File: config.mk
export PLATFORM = sky130hd
export DESIGN_NAME = cnt_int_unit
export DESIGN_NICKNAME = d
export VERILOG_FILES = /design/src/rtl/cnt_int_unit_pkg.sv /design/src/rtl/cnt_int_timer.sv /design/src/rtl/cnt_int_unit.sv
export SDC_FILE = /design/constraint.sdc
export NUM_CORES = 1
export LEC_CHECK = 0
export ABC_AREA = 1
export BUFFER_PORTS_ARGS = -buffer_cell sky130_fd_sc_hd__buf_2
export CAP_MARGIN = 5
export CORE_ASPECT_RATIO = 1.4
export CORE_MARGIN = 4
export CORE_UTILIZATION = 62
export DETAILED_ROUTE_END_ITERATION = 16
export GPL_ROUTABILITY_DRIVEN = 0
export GPL_TIMING_DRIVEN = 0
export PLACE_DENSITY = 0.81
export SETUP_SLACK_MARGIN = 0.02
export SYNTH_ARGS = -nofsm -noshare
export SYNTH_HDL_FRONTEND = slang
export SYNTH_SLANG_ARGS = --single-unit
File: constraint.sdc
create_clock -name clk -period 1.85 [get_ports clk]
set_input_delay 0.2775 -clock clk [delete_from_list [all_inputs] [get_ports clk]]
set_output_delay 0.2775 -clock clk [all_outputs]
set_load 0.005 [all_outputs]
File: src/rtl/cnt_int_unit_pkg.sv
// rtl/cnt_int_unit_pkg.sv - shared constants for the counter-interrupt responder
package cnt_int_unit_pkg;

  localparam int CNT_W_DEFAULT = 32;

  localparam logic TMR0 = 1'b0;
  localparam logic TMR1 = 1'b1;

  localparam logic CMD_LOAD    = 1'b0;
  localparam logic CMD_DISABLE = 1'b1;

endpackage

File: src/rtl/cnt_int_timer.sv
// rtl/cnt_int_timer.sv - one periodic down-counter with a sticky pending flag
module cnt_int_timer
  import cnt_int_unit_pkg::*;
#(
  parameter int CNT_W = CNT_W_DEFAULT
) (
  input  logic             clk_i,
  input  logic             rst_ni,
  input  logic             tick_i,
  input  logic             load_i,
  input  logic             disable_i,
  input  logic [CNT_W-1:0] period_i,
  input  logic             clr_pending_i,
  output logic             pending_o
);

  localparam logic [CNT_W-1:0] ONE = {{(CNT_W-1){1'b0}}, 1'b1};

  logic [CNT_W-1:0] period_q, period_d;
  logic [CNT_W-1:0] count_q, count_d;
  logic             en_q, en_d;
  logic             pend_q, pend_d;

  // A command on the same edge overrides a terminal count; a terminal count
  // overrides the issue-side clear so a fresh event is never dropped.
  always_comb begin
    period_d = period_q;
    count_d  = count_q;
    en_d     = en_q;
    pend_d   = pend_q;
    if (load_i && (period_i != '0)) begin
      period_d = period_i;
      count_d  = period_i;
      en_d     = 1'b1;
      pend_d   = 1'b0;
    end else if (load_i || disable_i) begin
      en_d   = 1'b0;
      pend_d = 1'b0;
    end else begin
      if (clr_pending_i) pend_d = 1'b0;
      if (en_q && tick_i) begin
        if (count_q == ONE) begin
          count_d = period_q;
          pend_d  = 1'b1;
        end else begin
          count_d = count_q - ONE;
        end
      end
    end
  end

  always_ff @(posedge clk_i or negedge rst_ni) begin
    if (!rst_ni) begin
      period_q <= '0;
      count_q  <= '0;
      en_q     <= 1'b0;
      pend_q   <= 1'b0;
    end else begin
      period_q <= period_d;
      count_q  <= count_d;
      en_q     <= en_d;
      pend_q   <= pend_d;
    end
  end

  assign pending_o = pend_q;

endmodule

File: src/rtl/cnt_int_unit.sv
// rtl/cnt_int_unit.sv - counter-interrupt responder: two timers, issue and rti handshake (option CNT_INT_PRESCALE_EN)
module cnt_int_unit
  import cnt_int_unit_pkg::*;
#(
  parameter int CNT_W    = CNT_W_DEFAULT,
  parameter int PRESCALE = 16
) (
  input  logic             clk,
  input  logic             reset,
  input  logic             cnt_intE,
  input  logic             cnt_int_selE,
  input  logic             cnt_int_disableE,
  input  logic [CNT_W-1:0] cnt_periodE,
  input  logic             stallE,
  input  logic             stallD,
  input  logic             rti,
  output logic             int_en1,
  output logic             int_src,
  output logic             in_service,
  output logic [1:0]       pending
);

  if (PRESCALE < 1) begin : g_prescale_chk
    $error("PRESCALE must be at least 1");
  end

  logic tick;

`ifdef CNT_INT_PRESCALE_EN
  localparam int PS_W = (PRESCALE > 1) ? $clog2(PRESCALE) : 1;
  localparam logic [PS_W-1:0] PS_LAST = PS_W'(PRESCALE - 1);

  logic [PS_W-1:0] ps_q, ps_d;

  // Free-running: commands never realign the tick phase.
  always_comb begin
    ps_d = (ps_q == PS_LAST) ? '0 : ps_q + PS_W'(1);
  end

  always_ff @(posedge clk or negedge reset) begin
    if (!reset) ps_q <= '0;
    else        ps_q <= ps_d;
  end

  assign tick = (ps_q == PS_LAST);
`else
  assign tick = 1'b1;
`endif

  logic       cmd_acc;
  logic [1:0] load, dis, clr;
  logic       issue, src_sel;
  logic       int_en1_q, int_en1_d;
  logic       int_src_q, int_src_d;
  logic       in_service_q, in_service_d;

  assign cmd_acc = cnt_intE & ~stallE;

  always_comb begin
    load[0] = cmd_acc & (cnt_int_selE == TMR0) & (cnt_int_disableE == CMD_LOAD);
    load[1] = cmd_acc & (cnt_int_selE == TMR1) & (cnt_int_disableE == CMD_LOAD);
    dis[0]  = cmd_acc & (cnt_int_selE == TMR0) & (cnt_int_disableE == CMD_DISABLE);
    dis[1]  = cmd_acc & (cnt_int_selE == TMR1) & (cnt_int_disableE == CMD_DISABLE);
  end

  // int_en1_q in the issue term keeps requests at least one cycle apart.
  assign issue   = (|pending) & ~in_service_q & ~int_en1_q & ~stallD;
  assign src_sel = pending[0] ? TMR0 : TMR1;
  assign clr[0]  = issue & (src_sel == TMR0);
  assign clr[1]  = issue & (src_sel == TMR1);

  always_comb begin
    int_en1_d    = issue;
    int_src_d    = issue ? src_sel : int_src_q;
    in_service_d = in_service_q;
    if (issue)                             in_service_d = 1'b1;
    else if (rti && !stallD && in_service_q) in_service_d = 1'b0;
  end

  always_ff @(posedge clk or negedge reset) begin
    if (!reset) begin
      int_en1_q    <= 1'b0;
      int_src_q    <= 1'b0;
      in_service_q <= 1'b0;
    end else begin
      int_en1_q    <= int_en1_d;
      int_src_q    <= int_src_d;
      in_service_q <= in_service_d;
    end
  end

  for (genvar t = 0; t < 2; t++) begin : g_tmr
    cnt_int_timer #(.CNT_W(CNT_W)) u_tmr (
      .clk_i         (clk),
      .rst_ni        (reset),
      .tick_i        (tick),
      .load_i        (load[t]),
      .disable_i     (dis[t]),
      .period_i      (cnt_periodE),
      .clr_pending_i (clr[t]),
      .pending_o     (pending[t])
    );
  end

  assign int_en1    = int_en1_q;
  assign int_src    = int_src_q;
  assign in_service = in_service_q;

endmodule

==> summary.md <==
| Metric | Value |
|---|---|
| Result of the run | `finished with violations` |
| Failing checks | `negative setup slack` |
| Number of rows created at floorplan | `51` |
| Detail-routed via count per cell | `between 5 and 6` |
| Endpoints failing setup | `3` |
| Crit Reg-Reg Startpoint | `g_tmr[1].u_tmr.count_q[1]` |
| Met3 Track Usage GR | `6.08%` |
| Static leakage | `~5.5 nW` |
| Final critical-path required period | `about 1900 ps` |
| Final Hold Viols | `0` |
| Clock sink count | `approximately 140` |
| Final core occ | `approximately 75%` |
| Total vias in the final route | `just over 9,000` |
| Worst-case setup slack after placement | `-232 ps` |
| Count of TritonRoute iterations in the first routing pass | `5` |
| Maximum number of pins on one net before global-route repair | `99` |
| Launching instance or port of the critical path | `g_tmr[1].u_tmr.count_q[1]` |
| Synthesized instance count | `around 1,300` |
| Number of primary I/O pins | `45` |
| Total congestion overflow | `0` |
| Number of max-slew violations in the final report | `0` |
| Global-route wire length before repair | `around 42,000 um` |
| Arrival time of the worst setup path | `roughly 2200 ps` |
| Transition at the pin with the smallest max-transition slack | `~700 ps` |
| Dominant cells by area after synthesis | `dfrtp_1 (39%), nand2_1 (20%), nand3_1 (15%), nor2_1 (7.0%), inv_1 (5.6%)` |
| Maximum level of the CTS H-tree | `4` |
| Routed WL per cell | `between 15 and 20 um` |
| Syn_area_per_cell | `approximately 6.5 um^2` |
| Post-synth top area cell | `dfrtp_1` |
| Netlist cell types | `30` |
| Capturing instance or port of the critical path | `g_tmr[1].u_tmr.count_q[25]` |
| Post-synthesis instance area | `around 8800 um^2` |
| Fraction of registers with async set/reset | `between 90% and 100%` |
| Unrepaired setup endpoints after global routing | `yes` |
| Placement-stage cell area | `about 9000 um^2` |
| Bufs on Longest Clock Path | `2` |
| Worst-skew pair later-pin latency | `440 ps` |
| All-Layer GR Usage | `about a third` |
| Remaining number of nets flagged by the antenna check after routing | `0` |
| Clock skew after layout | `slightly below 9 ps` |
| Wirelength, routed | `approximately 28,000 um` |
| Crit end category | `flip-flop` |
| Peak fanout along the critical path | `5` |
| Area growth from synthesis to layout | `18.7%` |
| Critical path, cell by cell | `inv_2 > ha_4 > inv_2 > nor2_1 > nand2_1 > nor2_4 > nand4_4 > clkbuf_16 > nor2_4 > nor2_1 > nand2_1 > nand2_1` |
| Area share of the largest cell type after synthesis | `between 30% and 40%` |
| Ratio of cells with drive above 1 in the final layout | `16.6%` |
| FF+latch count, synth | `around 140` |
| Most repeated library cell on the critical path | `nand2_1` |
| Final hold slack | `approximately 94 ps` |
| Violation count after the first detailed-route iteration | `about 830` |
| Worst R2R Path Depth | `12` |
| Flop-to-flop setup slack | `-10 ps` |
| Busiest metal layer after global routing | `met2` |
| Detail Placement HPWL | `19,600 um` |
| Full die area | `~16,000 um^2` |
| Sum of negative setup slack | `-33.8 ps` |
| Critical Path Source Type | `flip-flop` |
| Minimum setup slack in the final design | `-14.9 ps` |
| Power per standard cell area | `about 1500 nW/um^2` |
| FF-to-FF End | `g_tmr[1].u_tmr.count_q[25]` |
| Number of antenna violations at the first check in global routing | `0` |
| Synthesis warning total | `0` |
| Core footprint | `about 14,000 um^2` |
| CP Data Required Time | `approximately 2200 ps` |
| Highest clock rate | `roughly 0.54 GHz` |
| Vias in the first global route | `around 8,600` |
| Post-synth EDFFs | `0` |
| Max-cap violation count | `0` |
| Final std cell area, no fill | `approximately 10,000 um^2` |
| Worst slew slack as a fraction of its limit | `a little over half` |
| Post-synth net total | `roughly 1,400` |
| Width of the die | `108 um` |
| TritonCTS Buffers | `17` |
| Initial cell density of the core | `62.9%` |
| Clock tree root driver cell | `clkbuf_16` |
| TritonCTS clock tree | `yes` |
| Min-delay worst type | `in2reg` |
| Peak ir drop on the vdd network | `approximately 0.95 mV` |
| Portion of the post-synthesis area used by sequential elements | `approximately two fifths` |
| Most numerous cell types in the synthesized netlist | `nand2_1 (471), nand3_1 (255), nor2_1 (163), dfrtp_1 (135), inv_1 (131)` |
| Most frequently used cell type in the post-synthesis netlist | `nand2_1` |
| Die H | `around 150 um` |
| Period Utilization, post-route | `101%` |
| Top flip-flop cell by instance count after synthesis | `dfrtp_1` |
| Clock-pin slew on the worst setup and hold paths | `around 60 ps` |
| Detailed-route DRC error count | `0` |
| Number of I/O port buffers | `between 40 and 50` |
| Layout Nets | `approximately 1,500` |
| Cell type of the slowest stage on the worst timing path | `dfrtp_1` |
| Largest incremental delay on the critical path | `around 410 ps` |
| Worst Path Class, Setup | `reg2reg` |
| Global Route met2 Usage | `between 50 and 60%` |
| Diodes inserted | `0` |
| M1 GR Usage | `a little under two fifths` |
## repair_timing
| item | 4_1_cts | 5_1_grt |
|---|---|---|
| buffers inserted | 0 | 15 |
| cloned | 0 | 2 |
| pin swaps | 1 | 26 |
| hold buffers | 1 | 0 |
| gates resized for setup | 11 | 94 |
| hold endpoints to repair | 37 | 0 |
| endpoints found under the setup margin | 22 | 61 |
## worst min-delay path by stage
| stage | from | end | slack [ps] | depth (start not counted) |
|---|---|---|---|---|
| detailed placement | reset | g_tmr[0].u_tmr.count_q[5] | 210 | 1 |
| global route | stallD | in_service | 100 | 3 |
| global placement | g_tmr[0].u_tmr.period_q[29] | g_tmr[0].u_tmr.period_q[29] | 450 | 2 |
| CTS | stallD | in_service | 90 | 3 |
| finish | stallD | in_service | 90 | 3 |
| floorplan | reset | g_tmr[0].u_tmr.count_q[0] | -20 | 0 |
## area by class of cell
class | count | area (um^2)
Tap cell | 185 | 231
Buffer | 50 | 320
Multi-Input combinational cell | 1021 | 4910
Timing Repair Buffer | 62 | 405
Sequential cell | 135 | 3390
Clock buffer | 19 | 443
Clock inverter | 13 | 194
Inverter | 132 | 498
Fill cell | 1116 | 3520
## power breakdown
group | switching (mW) | internal (mW) | total [mW]
Combinational | 4.23 | 2.25 | 6.48
Sequential | 1.22 | 3.89 | 5.11
Clock | 1.38 | 2.31 | 3.69
Total | 6.83 | 8.45 | 15.3
## registers in the layout, indices dropped and copies added, names as in the netlist
register,count
int_src,1
in_service,1
g_tmr.u_tmr.count_q,64
int_en1,1
g_tmr.u_tmr.pending_o,2
g_tmr.u_tmr.en_q,2
g_tmr.u_tmr.period_q,64
## logic make-up after synthesis
family,share of synthesized area (%)
simple gates,48.4
buf+inv,9.05
flops,38.6
compound gates,2.12
xor+xnor,1.30
fa+ha+maj,0.572
## metal layers
layer  part of all wire [%]  vias to the layer above
li1                       -                     4393
met1                     34                     4255
met2                     50                      442
met3                    7.0                      155
met4                    8.5                        0
met5                      0                        -
## critical path: cells and delay by family (launching register included)
family,cells,cell delay (ps)
fa+ha+maj,1,140
simple gates,8,830
buf+inv,3,380
flops,1,410
## placed cells by master (no fill, tap or decap), drive strengths merged
master / n
clkbuf: 36
bufinv: 4
clkinvlp: 1
ha: 4
nand3b: 21
dfrtp: 135
clkinv: 6
xor2: 8
or2: 2
and2: 1
o21ai: 36
nand3: 255
nand4: 12
a21oi: 1
buf: 94
nor2: 192
dlygate4sd3: 1
nand2: 481
inv: 134
xnor2: 5
nor3: 3
## stage by stage
stage / instances / power, mW
floorplan: 1337 / 9.08
global placement: 1566 / 10.4
detailed placement: 1567 / 10.6
CTS: 1600 / 14.4
global route: 1617 / 16.3
finish: 1617 / 15.3
No activity file was read; power rests on OpenSTA's default activity.
